File: src/rtl/arp_rx.sv
// arp_rx: receive-side ARP parser; checks Ethernet/ARP header and captures sender MAC/IP.
// Ports: arp_rx_clk/rstn (sync, active low); arp_rx_valid/arp_rx_data byte stream in;
// arp_rx_done/arp_rx_err one-cycle pulses; arp_rx_op, src_mac, src_ip held results.
module arp_rx #(
  parameter logic [47:0] FPGA_MAC = 48'h00_11_22_33_44_55,
  parameter logic [31:0] FPGA_IP  = 32'hc0_a8_00_03
) (
  input  logic        arp_rx_clk,
  input  logic        rstn,
  input  logic        arp_rx_valid,
  input  logic [7:0]  arp_rx_data,
  output logic        arp_rx_done,
  output logic        arp_rx_op,
  output logic [47:0] src_mac,
  output logic [31:0] src_ip,
  output logic        arp_rx_err
);
  typedef enum logic [2:0] {IDLE, PREAMBLE, HEADER, RX_END, DROP} state_t;
  localparam logic [71:0] FIX = 72'h0806_0001_0800_06_04_00;
  state_t state_q, state_d;
  logic [2:0] pcnt_q, pcnt_d;
  logic [5:0] cnt_q, cnt_d;
  logic m_q, m_d, b_q, b_d, m_n, b_n, bad;
  logic sop_q, sop_d, pend_q, pend_d;
  logic [47:0] smac_q, smac_d, src_mac_q, src_mac_d, ms;
  logic [31:0] sip_q, sip_d, src_ip_q, src_ip_d, is_;
  logic [71:0] fs;
  logic done_q, done_d, err_q, err_d, op_q, op_d;
  always_comb begin
    ms = FPGA_MAC << {cnt_q, 3'b0};
    fs = FIX << {cnt_q - 6'd12, 3'b0};
    is_ = FPGA_IP << {cnt_q - 6'd38, 3'b0};
    // dst MAC stays acceptable while either the unicast or broadcast match survives
    m_n = (cnt_q == 6'd0 || m_q) && arp_rx_data == ms[47:40];
    b_n = (cnt_q == 6'd0 || b_q) && arp_rx_data == 8'hff;
    bad = cnt_q < 6'd6 ? !(m_n || b_n) :
          (cnt_q >= 6'd12 && cnt_q <= 6'd20) ? arp_rx_data != fs[71:64] :
          cnt_q == 6'd21 ? (arp_rx_data != 8'h01 && arp_rx_data != 8'h02) :
          cnt_q >= 6'd38 ? arp_rx_data != is_[31:24] : 1'b0;
    state_d = state_q;
    pcnt_d = pcnt_q;
    cnt_d = cnt_q;
    m_d = m_q;
    b_d = b_q;
    sop_d = sop_q;
    smac_d = smac_q;
    sip_d = sip_q;
    pend_d = 1'b0;
    done_d = 1'b0;
    err_d = 1'b0;
    op_d = op_q;
    src_mac_d = src_mac_q;
    src_ip_d = src_ip_q;
    case (state_q)
      IDLE: if (arp_rx_valid) begin
        state_d = arp_rx_data == 8'h55 ? PREAMBLE : DROP;
        pcnt_d = 3'd1;
      end
      PREAMBLE: if (!arp_rx_valid) begin
        state_d = IDLE;
        err_d = 1'b1;
      end else if (arp_rx_data == 8'h55) begin
        pcnt_d = pcnt_q == 3'd7 ? 3'd7 : pcnt_q + 3'd1;
      end else if (arp_rx_data == 8'hd5 && pcnt_q >= 3'd6) begin
        state_d = HEADER;
        cnt_d = 6'd0;
      end else begin
        state_d = DROP;
        err_d = 1'b1;
      end
      HEADER: if (!arp_rx_valid) begin
        state_d = IDLE;
        err_d = 1'b1;
      end else begin
        m_d = m_n;
        b_d = b_n;
        sop_d = cnt_q == 6'd21 ? arp_rx_data == 8'h01 : sop_q;
        smac_d = (cnt_q >= 6'd22 && cnt_q <= 6'd27) ? {smac_q[39:0], arp_rx_data} : smac_q;
        sip_d = (cnt_q >= 6'd28 && cnt_q <= 6'd31) ? {sip_q[23:0], arp_rx_data} : sip_q;
        state_d = bad ? DROP : cnt_q == 6'd41 ? RX_END : HEADER;
        err_d = bad;
        pend_d = !bad && cnt_q == 6'd41;
        cnt_d = (bad || cnt_q == 6'd41) ? cnt_q : cnt_q + 6'd1;
      end
      RX_END: begin
        // results publish one edge after the last target-IP byte is accepted
        done_d = pend_q;
        op_d = pend_q ? sop_q : op_q;
        src_mac_d = pend_q ? smac_q : src_mac_q;
        src_ip_d = pend_q ? sip_q : src_ip_q;
        state_d = arp_rx_valid ? RX_END : IDLE;
      end
      default: state_d = arp_rx_valid ? DROP : IDLE;
    endcase
  end
  always_ff @(posedge arp_rx_clk) begin
    if (!rstn) begin
      state_q <= IDLE;
      pcnt_q <= '0;
      cnt_q <= '0;
      m_q <= 1'b0;
      b_q <= 1'b0;
      sop_q <= 1'b0;
      smac_q <= '0;
      sip_q <= '0;
      pend_q <= 1'b0;
      done_q <= 1'b0;
      err_q <= 1'b0;
      op_q <= 1'b0;
      src_mac_q <= '0;
      src_ip_q <= '0;
    end else begin
      state_q <= state_d;
      pcnt_q <= pcnt_d;
      cnt_q <= cnt_d;
      m_q <= m_d;
      b_q <= b_d;
      sop_q <= sop_d;
      smac_q <= smac_d;
      sip_q <= sip_d;
      pend_q <= pend_d;
      done_q <= done_d;
      err_q <= err_d;
      op_q <= op_d;
      src_mac_q <= src_mac_d;
      src_ip_q <= src_ip_d;
    end
  end
  assign arp_rx_done = done_q;
  assign arp_rx_err = err_q;
  assign arp_rx_op = op_q;
  assign src_mac = src_mac_q;
  assign src_ip = src_ip_q;
endmodule

File: config.mk
export PLATFORM = sky130hd
export DESIGN_NAME = arp_rx
export DESIGN_NICKNAME = d
export VERILOG_FILES = /design/src/rtl/arp_rx.sv
export SDC_FILE = /design/constraint.sdc
export NUM_CORES = 1
export LEC_CHECK = 0
export CAP_MARGIN = 10
export CORE_UTILIZATION = 40
export CTS_CLUSTER_DIAMETER = 60
export DETAILED_ROUTE_END_ITERATION = 8
export PLACE_DENSITY_LB_ADDON = 0.2
export SYNTH_ARGS = -nofsm -noshare
export SYNTH_HDL_FRONTEND = slang
export SYNTH_SLANG_ARGS = --single-unit
File: constraint.sdc
create_clock -name arp_rx_clk -period 6.76 [get_ports arp_rx_clk]
set_input_delay 2.028 -clock arp_rx_clk [delete_from_list [all_inputs] [get_ports arp_rx_clk]]
set_output_delay 2.028 -clock arp_rx_clk [all_outputs]
set_load 0.02 [all_outputs]
==> impl_results.md, run 1 <==
- IO Count: 94
- CTS tree: built
- Via count: 6316
- P_leak: 2.82 nW
- # hold bufs at CTS: 0
- Post-synth top area share: around half
- Port Buffers: between 90 and 100
- Final setup TNS: 0 ns
- Min cycle time layout: roughly 4.7 ns
- Max clock buf depth: 2
- Area grow syn2layout: 21.8%
- Drt first pass iters: 5
- Fillcell total: roughly 1.7k
- Root buffer cell: clkbuf_16
- Ant diodes: 0
- CP required: between 7 and 8 ns
- Die X: about 140 um
- Reg2Reg Depth: 11
- Syn_area_per_cell: 7.75 um^2
- Worst-path maximum fanout: 10
- Final HPWL DP: between 10 and 15 mm
- Register area: approximately 0.0036 mm^2
- Clk_skew: a little over 0.006 ns
- Slew Limit Fails: 0
- DIE AREA: 0.0187 mm^2
- Die Span Y: roughly 140 um
- Antenna Violating Nets Remaining: 0
- Largest delay share family, worst path: simple AND/OR/NAND/NOR gates
- DRC: 0
- Most used cell, CP: or4_4
- First-pass GRT wire length: around 29 mm
- Slew headroom: around a fifth
- Placed cell area: 0.00827 mm^2
- Critical path startpoint category: input pin
- CTS Sinks: approximately 180
- Synth Flop Type: dfxtp_1
- PwrDens: approximately 230 mW/mm^2
- Post-CTS Setup Inserts: 0
- RSZ-0062 raised after global routing: no
- CP Class: in2reg
- Async set-reset flop share out of synthesis: 0%
- Post-Synthesis Cells: 937
- Synth area leader: dfxtp_1
- Max_cap viols: 0
- Total number of cells along the worst setup path: 10
- Min-Delay Path Class: reg2reg
- Clk slew on worst S/H paths: around 0.06 ns
- Slowest CP cell: or4_4
- Worst-Skew Late Latency: approximately 0.43 ns
- Max frequency: ~0.21 GHz
- Max stage delay on crit path: between 0.6 and 0.7 ns
- Routed vias/inst: about 5.2
- DRT iter0 DRCs: around 550
- Max VDD drop: about 180 uV
- Crit end category: flop
- Nets@finish: about 1.0k
- Rows: 48
- Arrival time worst endpoint: around 5.1 ns
- Gp weighted congestion: 0.845
- Total track usage: between 10% and 20%
- Vias in the first global route: 5713
- Initial Utilization: between 40% and 50%
- Top cells by area, synth: dfxtp_1 49%, nand2_1 18%, a21oi_1 12%, clkbuf_1 3.2%, ha_1 2.1%
- Core area: 0.0175 mm^2
- #FFs+latches synth: 179
- Final Cell Area: between 0.008 and 0.009 mm^2
- Gr ovfl total: 0
- Pin count of the biggest net entering global routing: about 110
- Final setup viols: 0
- Final period utilization: 70.0%
- Initial antenna violation count: 0
- Number of synthesis warnings: 0
- Post-CTS Resized: 0
- TritonCTS buffer count: 17
- Final hold violations: 0
- Buf/Inv on CP: 1
- Hold Path Stages: 2
- Status: finished clean
- Synth cell types: 70
- Post-synth EDFFs: 0
- Worst-Margin Slew: between 1 and 1.5 ns
- Critical-path cell list: clkdlybuf4s50_1 -> or4_4 -> or4_4 -> a41oi_2 -> o311ai_1 -> a2bb2oi_1 -> a21o_2 -> a22oi_2 -> or3_1 -> a21oi_1
- Wirelength, routed: approximately 18 mm
- Area occupied by multi-input gates: ~0.0034 mm^2
- Drt wl/cell: roughly 15 um
- Register area share after synthesis: between 40% and 50%
- Layout cells sized above 1: between 5 and 6%
- Mapped Area: 0.00726 mm^2
- H-tree lvl count: 4
- Syn_nets: 960
## placed cells by master, fill, tap and decap left out, types with 3 or more instances in the layout
cell type and n:
a211oi_1 4, a21oi_1 174, a31o_2 3, and2_1 4
and4b_1 3, buf_4 4, clkbuf_1 3, clkbuf_16 17
clkbuf_8 3, clkdlybuf4s50_1 93, clkinvlp_4 3, dfxtp_1 179
ha_1 12, inv_1 9, mux2i_1 4, nand2_1 344
nand3_1 7, nand3b_1 3, nand4_1 5, nor2_1 23
nor2b_1 9, nor3_1 7, nor4_1 4, o21ai_0 8
or3_1 3
## stage by stage
step	setup slack [ns]	hold slack, ns	instances	utilization [%]	power, W
finish	2.03	0.449	1221	50.4	0.00206
detailed placement	1.62	0.446	1189	47.2	0.00112
global route	1.85	0.469	1221	50.4	0.00213
floorplan	2.37	0.432	937	-	0.00111
global placement	1.71	0.441	1189	47.2	0.00112
CTS	2.05	0.451	1221	50.4	0.00207
## per-layer routing
metal | vias to the layer above | track usage, % | part of all wire, %
li1 | 3227 | - | -
met1 | 2943 | 28.4 | 51
met2 | 121 | 29.4 | 44
met3 | 25 | 4.26 | 3.5
met4 | 0 | 6.17 | 1.6
met5 | - | 0 | 0
## cell families after synthesis
| group | Yosys count | share of synthesized area (%) |
|---|---|---|
| flip-flops | 179 | 49.3 |
| AND/OR/NAND/NOR | 434 | 25.3 |
| buffers and inverters | 81 | 4.39 |
| AO/OA/AOI/OAI | 224 | 18.0 |
| XOR/XNOR | 2 | 0.241 |
| adder cells (fa/ha/maj) | 12 | 2.07 |
| multiplexers | 5 | 0.706 |
## layout make-up
class	count	share of cell area, %
Clock buffer	23	5.40
Clock inverter	9	1.07
Inverter	10	0.453
Multi-Input combinational cell	677	38.3
Sequential cell	179	40.5
Tap cell	225	3.18
Timing Repair Buffer	98	11.1
## worst register-to-register path: cells and delay by family (launching register included)
kind,cells,cell delay (ns)
simple gates,3,1.27
flops,1,0.66
buf+inv,1,0.17
compound gates,6,1.13
fa+ha+maj,1,0.32
## power by group
| group | internal [W] | leakage, nW | switching, W |
|---|---|---|---|
| logic | 0.0000118 | 1.10 | 0.0000307 |
| clock network | 0.000542 | 0.272 | 0.000416 |
| registers | 0.00105 | 1.44 | 0.00000105 |
## state kept, by name (all words and copies together) (netlist names)
name / count
smac_q: 48
src_mac: 48
sip_q: 32
src_ip: 32
cnt_q: 6
pcnt_q: 3
state_q: 3
arp_rx_done: 1
arp_rx_err: 1
arp_rx_op: 1
b_q: 1
m_q: 1
pend_q: 1
sop_q: 1
## synthesized netlist by cell type (all sizes together), types with 3 or more instances
cell type  instances
dfxtp            179
nor4               4
a311oi             3
and4b              3
a31o               3
a211oi             6
o21ai              8
nor2              23
clkbuf            63
nand3              8
nand3b             3
nand2            344
ha                12
nand4              5
or4                4
a2111oi            3
a21oi            174
nor2b              9
nor3               8
inv                9
buf                8
and2               4
and3               3
mux2i              4
or3                3
## final timing paths
path	from	slack, ns	to
hold / removal	sip_q[28]	0.45	src_ip[28]
setup / recovery	arp_rx_data[5]	2.03	cnt_q[3]
hold reg to reg	sip_q[28]	0.45	src_ip[28]
setup reg to reg	cnt_q[3]	3.14	cnt_q[3]
(Power assumes the default switching activity.)
==> run 2: changes to the inputs <==
clock period = 3.96 ns   (was 6.76 ns; I/O delays follow)
==> run 2 against run 1 <==
Effect of this change:
- count of clock-buffer cells in the layout shrank 6
- first-iteration DRC count grew 0.18%
- clock skew grew 0.0046 ns
- critical path type unchanged
- sequential cell count is the same
- final cell count grew 1.8%
- largest cell class unchanged
- via count grew 1.1%
- critical endpoint is now cnt_q[2]
- utilization grew 1.1 points
- non-clock buffer count grew 22
- largest power group unchanged
==> impl_results.md, run 2 (synthesis gave the netlist of run 1 again) <==
- Post-CTS Setup Inserts: 0
- Final period utilization: 91.8%
- Vias in the first global route: 5718
- Crit end category: flop
- Max VDD drop: between 300 and 400 uV
- Hold Slack: between 0.4 and 0.5 ns
- Final setup viols: 0
- Slew Limit Fails: 0
- Fillcell total: 1745
- DIE AREA: 0.0187 mm^2
- Wirelength, routed: roughly 18 mm
- Slew headroom: 35.2%
- PwrDens: just under 400 mW/mm^2
- Register area: 0.00358 mm^2
- Arrival time worst endpoint: 4.00 ns
- Worst-path maximum fanout: 5
- CTS tree: built
- Reg2Reg Setup Slack: around 0.62 ns
- DRC: 0
- Total track usage: around a fifth
- Max frequency: between 0.2 and 0.3 GHz
- Clk_skew: 0.0107 ns
- Gr ovfl total: 0
- Pin count of the biggest net entering global routing: 83
- Placed cell area: between 0.008 and 0.009 mm^2
- Port Buffers: 93
- Layout cells sized above 1: ~7.8%
- Area grow syn2layout: 24.4%
- Most used cell, CP: or4_4
- IO Count: 94
- Worst-Margin Slew: ~1 ns
- Critical path startpoint category: input pin
- CTS Sinks: roughly 180
- Post-CTS Resized: 0
- Core area: roughly 0.018 mm^2
- P_leak: between 2 and 3 nW
- Worst-Skew Late Latency: between 0.4 and 0.5 ns
- Pre-CTS setup slack: -0.104 ns
- Slowest CP cell: or4_4
- # hold bufs at CTS: 0
- Rows: 48
- Ant diodes: 0
- Hold path start: sip_q[30]
- Antenna Violating Nets Remaining: 0
- Area occupied by multi-input gates: 0.00339 mm^2
- Final hold violations: 0
- Critical Path Start: arp_rx_data[4]
- Die Span Y: around 140 um
- Final HPWL DP: roughly 12 mm
- Commonest non-fill, non-tap cell in the layout: nand2_1
- Max stage delay on crit path: around 0.54 ns
- DRT iter0 DRCs: roughly 550
- Most frequent cells in the layout: 344 x nand2_1, 179 x dfxtp_1, 174 x a21oi_1
- Min-Delay Path Class: reg2reg
- H-tree lvl count: 4
- Max_cap viols: 0
- Hold Crit Endpoint: src_ip[30]
- Final Cell Area: approximately 0.0090 mm^2
- Min cycle time layout: 3.63 ns
- CP Class: in2reg
- Clk slew on worst S/H paths: ~0.070 ns
- Nets@finish: ~1k
- R2R Path End: cnt_q[2]
- Initial Utilization: between 40 and 50%
- CP required: 4.33 ns
- Hold Path Stages: 2
- Fin util: between 50 and 60%
- Critical-path cell list: clkdlybuf4s50_1 -> or4_4 -> or4_4 -> a41oi_2 -> o311ai_1 -> a2bb2oi_1 -> a21o_2 -> a22oi_2 -> or3_1 -> a21oi_1
- Status: finished clean
- Setup WS post-layout: around 0.33 ns
- Max clock buf depth: 2
- First-pass GRT wire length: 28.9 mm
- Routed vias/inst: slightly above 5
- R2r startpoint: cnt_q[2]
- Gp weighted congestion: about 0.85
- Initial antenna violation count: 0
- Via count: about 6.4k
- Drt wl/cell: about 14 um
- RSZ-0062 raised after global routing: no
- Root buffer cell: clkbuf_16
- Die X: roughly 140 um
- Reg2Reg Depth: 10
- Drt first pass iters: 5
- TritonCTS buffer count: 17
## run 2: cell types whose count changed in the layout (fill, tap and decap cells not counted), moves of 2 or more
cell	delta
buf_12	+2
buf_4	+20
clkbuf_1	-3
clkbuf_8	-3
clkinv_8	+3
inv_6	+3
## run 2: area by class of cell
type / instances / share of cell area [%]
Timing Repair Buffer: 120 / 13.0
Sequential cell: 179 / 39.7
Multi-Input combinational cell: 677 / 37.5
Tap cell: 225 / 3.12
Clock inverter: 15 / 1.62
Inverter: 10 / 0.443
Clock buffer: 17 / 4.71
## run 2: worst max path at each step
| stage | slack [ns] | end | cells after the start |
|---|---|---|---|
| 6_report | 0.33 | cnt_q[2] | 10 |
| 5_1_grt | 0.18 | cnt_q[3] | 11 |
| 4_1_cts | 0.33 | cnt_q[3] | 11 |
| 3_5_place_dp | -0.10 | cnt_q[3] | 11 |
| 3_3_place_gp | -0.07 | cnt_q[2] | 10 |
| 2_1_floorplan | 0.41 | cnt_q[2] | 10 |
## run 2: through the flow
step	total power, W	cells	setup TNS [ns]
final	0.00350	1243	0
after global routing	0.00362	1243	0
after global placement	0.00193	1211	-0.161
after CTS	0.00353	1243	0
after detailed placement	0.00193	1211	-0.289
after floorplan	0.00189	937	0
## run 2: critical path, delay by kind of cell
family	cells	cell delay, ns
AND/OR/NAND/NOR	3	1.42
AO/OA/AOI/OAI	6	0.97
buffers and inverters	1	0.42
## run 2: where the power goes
part           switching (W)  internal [W]  total [W]  leakage, nW
sequential        0.00000175       0.00180    0.00180         1.44
clock               0.000788      0.000832    0.00162        0.275
combinational      0.0000533     0.0000290  0.0000823         1.22
total               0.000843       0.00266    0.00350         2.94
## run 2: routing by layer
layer / part of all wire, % / vias up / track usage, % / wire, um
met5: 0 / - / 0 / 0
met4: 1.4 / 0 / 6.05 / 246
met3: 4.2 / 23 / 3.78 / 757
met2: 43 / 134 / 29.0 / 7770
met1: 51 / 2944 / 29.0 / 9160
li1: - / 3283 / - / -
==> run 3: changes to the inputs <==
CORE_MARGIN = 3   (was not set)
==> run 3 against run 2 <==
Effect of this change:
- via count is 1.1% higher
- power increased by 4.2%
- routed wire length increased by 3.3%
- sequential cell count unchanged
- hold slack improved by 0.0031 ns
- register-to-register slack improved by 0.19 ns
- critical path depth stayed put
- critical endpoint is now cnt_q[3]
- global-route usage fell by 1.4 points
- critical path type unchanged
- clock skew shrank 0.0031 ns
==> impl_results.md, run 3 (synthesis gave the netlist of run 1 again) <==
- Reg2Reg Depth: 10
- Non-filler cells in the finished layout: roughly 1.2k
- Critical path endpoint: cnt_q[3]
- Rows: 48
- Die Span Y: 141 um
- Via count: between 6k and 7k
- Status: finished clean
- Fillcell total: ~1.7k
- H-tree lvl count: 4
- DRT iter0 DRCs: around 580
- Max clock buf depth: 2
- DRC: 0
- Antenna Violating Nets Remaining: 0
- DIE AREA: slightly below 0.02 mm^2
- Arrival time worst endpoint: between 3 and 4 ns
- Max frequency: 0.276 GHz
- CTS Sinks: 179
- Commonest non-fill, non-tap cell in the layout: nand2_1
- CP required: roughly 4.3 ns
- Max_cap viols: 0
- CP Class: in2reg
- Port Buffers: 93
- Placed Cells incl. Taps: ~1.2k
- Final Cell Area: about 0.0091 mm^2
- Reg2Reg Setup Slack: 0.81 ns
- Final hold violations: 0
- Min cycle time layout: about 3.6 ns
- Initial antenna violation count: 0
- Critical path startpoint category: input pin
- Layout cells sized above 1: about 8.2%
- Post-CTS Resized: 0
- IO Count: 94
- First-pass GRT wire length: approximately 30 mm
- Crit end category: flop
- Area grow syn2layout: 25.8%
- RSZ-0062 raised after global routing: no
- Post-CTS Setup Inserts: 0
- Core area: 0.0175 mm^2
- Worst-Skew Late Latency: 0.42 ns
- Clk_skew: between 0.007 and 0.008 ns
- P_leak: 2.99 nW
- Routed vias/inst: around 5.2
- Placed cell area: between 0.008 and 0.009 mm^2
- Worst-path maximum fanout: 5
- Max VDD drop: between 300 and 400 uV
- Ant diodes: 0
- Clk slew on worst S/H paths: 0.07 ns
- Worst-Margin Slew: roughly 0.96 ns
- Slew headroom: 35.7%
- Vias in the first global route: 5836
- Nets@finish: ~1.0k
- R2R Path End: cnt_q[3]
- Root buffer cell: clkbuf_16
- Final period utilization: 91.3%
- Final setup viols: 0
- Die X: around 140 um
- Hold path start: sip_q[31]
- Drt first pass iters: 4
- # hold bufs at CTS: 0
- Min-Delay Path Class: reg2reg
- Initial Utilization: approximately 41%
- PwrDens: between 300 and 400 mW/mm^2
- Slew Limit Fails: 0
- R2r startpoint: cnt_q[1]
- CTS tree: built
- Final HPWL DP: between 10 and 15 mm
- Total chip power: around 0.0037 W
- Wirelength, routed: ~19 mm
- Critical Path Start: arp_rx_data[4]
- Gr ovfl total: 0
- Total track usage: between 10% and 20%
- TritonCTS buffer count: 17
- Gp weighted congestion: roughly 0.83
- Drt wl/cell: ~15 um
- Pin count of the biggest net entering global routing: 83
- Most frequent cells in the layout: 344 x nand2_1, 179 x dfxtp_1, 174 x a21oi_1
==> run 3: changes by cell type in the layout (fill, tap and decap cells not counted), sizes merged <==
cell,before,now
buf,27,32
bufinv,0,3
clkinv,7,5
clkinvlp,2,1
==> run 3: worst min-delay path by stage <==
stage / to / cells after the start
2_1_floorplan: src_ip[24] / 2
3_3_place_gp: src_ip[31] / 2
6_report: src_ip[31] / 2
5_1_grt: src_ip[15] / 2
3_5_place_dp: src_mac[46] / 2
4_1_cts: src_ip[31] / 2
==> run 3: per-stage QoR <==
step	worst slack (ns)	utilization [%]	hold slack (ns)	TNS, ns
after floorplan	0.415	-	0.432	0
after global placement	-0.0800	48.6	0.439	-0.210
after detailed placement	-0.107	48.6	0.446	-0.419
after CTS	0.344	52.1	0.455	0
after global routing	0.152	52.1	0.475	0
final	0.343	52.1	0.452	0
==> run 3: critical path, stage by stage <==
cell	delay, ns
clkdlybuf4s50_1	0.42
or4_4	0.55
or4_4	0.49
a41oi_2	0.23
o311ai_1	0.13
a2bb2oi_1	0.18
a21o_2	0.19
a22oi_2	0.10
or3_1	0.37
a21oi_1	0.14
==> run 3: report_power, final <==
part	leakage, nW	total [W]	switching [W]	internal, W
Sequential	1.44	0.00180	0.00000171	0.00180
Clock	0.304	0.00177	0.000752	0.00101
Combinational	1.25	0.0000850	0.0000554	0.0000296
==> run 3: area by class of cell <==
| type | instances | area, um^2 | area share, % |
|---|---|---|---|
| flip-flops and latches | 179 | 3580 | 39.2 |
| multi-input cells | 677 | 3390 | 37.1 |
| repair buffers | 125 | 1220 | 13.4 |
| clock buffers | 17 | 425 | 4.66 |
| well taps | 225 | 282 | 3.08 |
| clock inverters | 15 | 196 | 2.15 |
| inverters | 10 | 40.0 | 0.438 |
==> run 3: per-layer routing <==
metal / GRT usage (%) / vias to the layer above / routed length [um]
li1: - / 3284 / -
met1: 26.9 / 3019 / 9320
met2: 27.8 / 139 / 8340
met3: 3.05 / 13 / 719
met4: 5.41 / 0 / 144
met5: 0 / - / 0
